==> config.mk <==
export PLATFORM = sky130hd
export DESIGN_NAME = decoder_scan
export DESIGN_NICKNAME = d
export VERILOG_FILES = /design/src/rtl/decoder_scan_pkg.sv /design/src/rtl/decoder_generic.sv /design/src/rtl/decoder_scan.sv
export SDC_FILE = /design/constraint.sdc
export NUM_CORES = 1
export LEC_CHECK = 0
export ABC_AREA = 1
export ABC_CLOCK_PERIOD_IN_PS = 1500
export BUFFER_PORTS_ARGS = -buffer_cell sky130_fd_sc_hd__buf_4
export CORE_UTILIZATION = 41
export DETAILED_ROUTE_END_ITERATION = 8
export PLACE_DENSITY_LB_ADDON = 0.08
export SYNTH_ARGS = -nofsm -noshare
export SYNTH_HDL_FRONTEND = slang
export SYNTH_SLANG_ARGS = --single-unit
==> constraint.sdc <==
create_clock -name clk -period 1.5 [get_ports clk]
set_input_delay 0.15 -clock clk [delete_from_list [all_inputs] [get_ports clk]]
set_output_delay 0.15 -clock clk [all_outputs]
set_load 0.1 [all_outputs]
==> src/rtl/decoder_scan_pkg.sv <==
// ============================================================================
// Module      : decoder_scan_pkg
// Description : Shared state and mode encodings for the decoder scan block.
// Revision    : 1.0 - initial release
// ============================================================================
`default_nettype none

package decoder_scan_pkg;

    typedef enum logic [1:0] {
        IDLE   = 2'd0,
        SINGLE = 2'd1,
        SCAN   = 2'd2
    } state_t;

    typedef enum logic {
        MODE_SINGLE = 1'b0,
        MODE_SCAN   = 1'b1
    } mode_t;

endpackage

`default_nettype wire

==> src/rtl/decoder_generic.sv <==
// ============================================================================
// Module      : decoder_generic
// Description : Combinational N-to-2**N one-hot decoder.
// Revision    : 1.0 - initial release
// ============================================================================
`default_nettype none

module decoder_generic #(
    parameter int N = 2
) (
    input  logic [N-1:0]    a,
    output logic [2**N-1:0] y
);

    for (genvar i = 0; i < 2**N; i++) begin : g_dec
        assign y[i] = (a == N'(i));
    end

endmodule

`default_nettype wire

==> src/rtl/decoder_scan.sv <==
// ============================================================================
// Module      : decoder_scan
// Description : Sequences a one-hot channel select, either one channel
//               (SINGLE) or all channels starting at a (SCAN), DWELL cycles each.
// Revision    : 1.0 - initial release
// ============================================================================
`default_nettype none

module decoder_scan
    import decoder_scan_pkg::*;
#(
    parameter int N     = 2,
    parameter int DWELL = 1
) (
    input  logic            clk,
    input  logic            rst,
    input  logic            req_valid,
    output logic            req_ready,
    input  logic [N-1:0]    a,
    input  logic            mode,
    input  logic            abort,
    input  logic            en,
    output logic [2**N-1:0] y,
    output logic            busy,
    output logic            done
);

    localparam int M  = 2**N;
    localparam int DW = $clog2(DWELL + 1);

    localparam logic [DW-1:0] c_dwell_one  = DW'(1);
    localparam logic [DW-1:0] c_dwell_last = DW'(DWELL);
    localparam logic [N:0]    c_chan_one   = (N+1)'(1);
    localparam logic [N:0]    c_chan_last  = (N+1)'(M);
    localparam logic [N-1:0]  c_idx_one    = N'(1);

    state_t          r_state;
    logic [N-1:0]    r_idx;
    logic [DW-1:0]   r_dwell;
    logic [N:0]      r_chan;

    state_t          w_next_state;
    logic            w_accept;
    logic            w_last_dwell;
    logic            w_last_chan;
    logic            w_done;
    logic [M-1:0]    w_onehot;

    decoder_generic #(.N(N)) u_dec (
        .a (r_idx),
        .y (w_onehot)
    );

    // r_dwell runs 1..DWELL within a channel; r_chan counts channels visited.
    always_comb begin
        w_accept     = (r_state == IDLE) && req_valid && !abort;
        w_last_dwell = (r_dwell == c_dwell_last);
        w_last_chan  = (r_state == SINGLE) || (r_chan == c_chan_last);
        w_done       = (r_state != IDLE) && w_last_dwell && w_last_chan;
    end

    always_comb begin
        w_next_state = r_state;
        case (r_state)
            IDLE: begin
                if (w_accept) begin
                    w_next_state = (mode_t'(mode) == MODE_SCAN) ? SCAN : SINGLE;
                end
            end
            SINGLE, SCAN: begin
                if (abort || w_done) begin
                    w_next_state = IDLE;
                end
            end
            default: w_next_state = IDLE;
        endcase
    end

    always_ff @(posedge clk or posedge rst) begin
        if (rst) begin
            r_state <= IDLE;
            r_idx   <= '0;
            r_dwell <= '0;
            r_chan  <= '0;
        end else begin
            r_state <= w_next_state;
            if (w_accept) begin
                r_idx   <= a;
                r_dwell <= c_dwell_one;
                r_chan  <= c_chan_one;
            end else if (r_state != IDLE) begin
                if (abort || w_done) begin
                    r_idx   <= '0;
                    r_dwell <= '0;
                    r_chan  <= '0;
                end else if (w_last_dwell) begin
                    r_idx   <= r_idx + c_idx_one;
                    r_dwell <= c_dwell_one;
                    r_chan  <= r_chan + c_chan_one;
                end else begin
                    r_dwell <= r_dwell + c_dwell_one;
                end
            end
        end
    end

    // en gates only the select lines; sequencing keeps running underneath.
    always_comb begin
        req_ready = (r_state == IDLE);
        busy      = (r_state != IDLE);
        done      = w_done;
        y         = (busy && en) ? w_onehot : '0;
    end

endmodule

`default_nettype wire

==> reports/results.tsv <==
stage	metric	value	unit
outcome	status	complete, no violations	
yosys	synth_simple_gate_area_share	35.66	%
detailed_routing	drc	0	
setup_path	r2r_start	r_state[1]	
power	p_leak	0.5304	nW
yosys	synth_compound_area_share	5.426	%
power	power_density	2080	nW/um^2
clocking	cts_made_buffers	3	
die	io_pins	15	
yosys	synth_mux_area_share	0	%
setup_path	start_kind	flop	
die	die_area	1737	sq um
yosys	yosys_warnings	0	
sta	fin_skew	7.739	ps
clocking	clockRootBuffer	clkbuf_4	
setup_path	path_class	flop to primary output	
global_route	track_usage	17.35	%
yosys	avgSynthCellArea	7.095	sq um
detailed_routing	firstDrtPassIters	4	
yosys	synth.distinct_cells	17	
setup_path	arrival	1340	ps
setup_path	r2r_slack	50	ps
sta	relSlewSlack	77.68	%
yosys	netlist_instances	91	
global_route	overflow	0	
global_route	grt_pass1_wl	2.442	mm
job	cap_violations	0	
detailed_routing	vias_per_cell	4.818	
yosys	synthXorXnorAreaFrac	0	%
hold_path	min_path_cells	3	
power	power	2.155	mW
clocking	tritoncts	built	
die	die_x	41.68	um
placement	placed_cell_area	847.1	sq um
clocking	clock_path_buffers	2	
setup_path	ff2ff_path_depth	10	
finish	utilization	74.93	%
sta	rsz0062_at_grt	yes	
clocking	htree_levels	1	
setup_path	r2r_end	r_chan[2]	
placement	place_congestion	0.8321	
global_route	antenna_found_initial	0	
clocking	clk_latency	250	ps
sta	min_period	1494	ps
sta	finalMaxSlewViolations	0	
placement	portBuffers	14	
sta	timing.hold.ws	161.1	ps
finish	nNetsFinal	135	
power	max-vdd-ir-drop	2220	uV
global_route	grt_pass1_vias	628	
finish	layout-drive-gt1-share	43.59	%
detailed_routing	ant_nets	0	
placement	placed_cells	120	
detailed_routing	first_iter_violations	8	
yosys	ys_ff_latch	8	
setup_path	end_kind	primary output	
setup_path	crit_required	1350	ps
sta	setup_viol	0	
hold_path	hp-start	mode	
die	initial_utilization	46.70	%
yosys	syn-num-nets	107	
yosys	synth_top_family_by_area	simple AND/OR/NAND/NOR gates	
sta	period_share	99.62	%
global_route	grt_max_degree	10	
sta	finalHoldViolations	0	
die	row_count	13	
yosys	synthAdderAreaFrac	15.50	%
finish	area_growth	60.46	%
finish	fin_area	1036	sq um
yosys	netlist_area	645.6	sq um
detailed_routing	wl_per_cell	10.74	um
clocking	clock-sinks	8	
placement	dp_hpwl	1.026	mm
finish	diodes	0	
die	fp.dieH	41.68	um
clocking	path_clk_slew	60	ps
hold_path	min_to	r_state[1]	
finish	stdcell_count	132	
setup_path	path_max_fanout	2	
sta	max_freq	0.6692	GHz
yosys	seq_area_frac_synth	31.01	%
sta	tightest_slew	334.4	ps
die	coreArea	1383	sq um
hold_path	hp-class	primary input to flop	
detailed_routing	num_vias	636	
detailed_routing	wirelength	1.418	mm
## registers in the layout (all words and copies together), names as in the netlist
| signal | cells |
|---|---|
| r_chan | 3 |
| r_dwell | 1 |
| r_idx | 2 |
| r_state | 2 |
## stage by stage
| stage | setup TNS (ps) | setup WS, ps |
|---|---|---|
| after floorplan | -921.7 | -133.3 |
| after global placement | 0 | 108.1 |
| after detailed placement | 0 | 113.1 |
| after CTS | 0 | 1.779 |
| after global routing | -433.0 | -54.99 |
| final | 0 | 5.733 |
## layout by cell type (no fill, tap or decap), drive strengths merged
cell / instances
nand2: 30
dlygate4sd3: 1
clkinvlp: 1
nor2: 11
o211ai: 1
dfrtp: 8
inv: 19
nand3: 6
nand4: 2
clkbuf: 3
o21ai: 3
a211oi: 1
or2: 1
buf: 22
ha: 8
## repair_timing
item | in CTS | in global routing
hold buffers | 1 | 0
endpoints found under the hold margin | 8 | 0
endpoints found under the setup margin | 5 | 13
buffers inserted | 5 | 3
resized for setup | 14 | 10
pin swaps | 2 | 2
## power breakdown
group	total (mW)	switching (mW)	internal, mW
Sequential	0.379	0.0772	0.302
Clock	0.163	0.0717	0.0915
Combinational	1.61	1.03	0.585
## metal layers
| layer | routed length, um | track usage (%) | share of wire, % |
|---|---|---|---|
| met4 | 8 | 3.871 | 0.56 |
| met2 | 756 | 30.63 | 53 |
| met3 | 34 | 3.043 | 2.4 |
| met1 | 619 | 21.86 | 44 |
| met5 | 0 | 0 | 0 |
## cell families after synthesis
kind of cell               Yosys count
AOI/OAI and AO/OA                    5
adders and majority gates            8
buffers and inverters               20
DFF                                  8
and+or+nand+nor                     50
## cell type report
type / instances / area (sq um)
fillers: 90 / 346.6
well taps: 15 / 18.77
multi-input cells: 63 / 456.7
clock buffers: 3 / 22.52
repair buffers: 23 / 241.5
flip-flops and latches: 8 / 200.2
inverters: 20 / 96.34
## Yosys cell counts
master,count,area share [%]
nand2_1,27,16
inv_1,16,9.3
nor2_1,9,5.2
dfrtp_1,8,31
ha_1,8,16
nand3_1,5,3.9
nand2_2,3,2.9
inv_2,2,1.2
inv_4,2,1.9
nand4_1,2,1.9
nor2_4,2,3.5
o21ai_1,2,1.6
a211oi_1,1,1.2
nand3_2,1,1.6
o211ai_2,1,1.9
o21ai_0,1,0.77
or2_1,1,0.97
## how the worst max path moves through the flow
stage,from,end,slack (ps),depth (start not counted)
5_1_grt,r_state[0],done,-50,6
3_5_place_dp,r_state[0],r_idx[0],110,9
4_1_cts,r_state[0],req_ready,2,4
3_3_place_gp,r_chan[0],done,110,7
2_1_floorplan,r_state[0],y[0],-130,5
6_report,r_chan[0],done,6,7
## critical path, stage by stage, from the launching register on
cell and delay, ps:
dfrtp_1 380, inv_1 80, ha_2 170, nand2_2 60
nand2_2 100, nand2_4 60, clkinvlp_4 70, buf_12 160
Note: power is estimated with default switching activity, not from simulation.
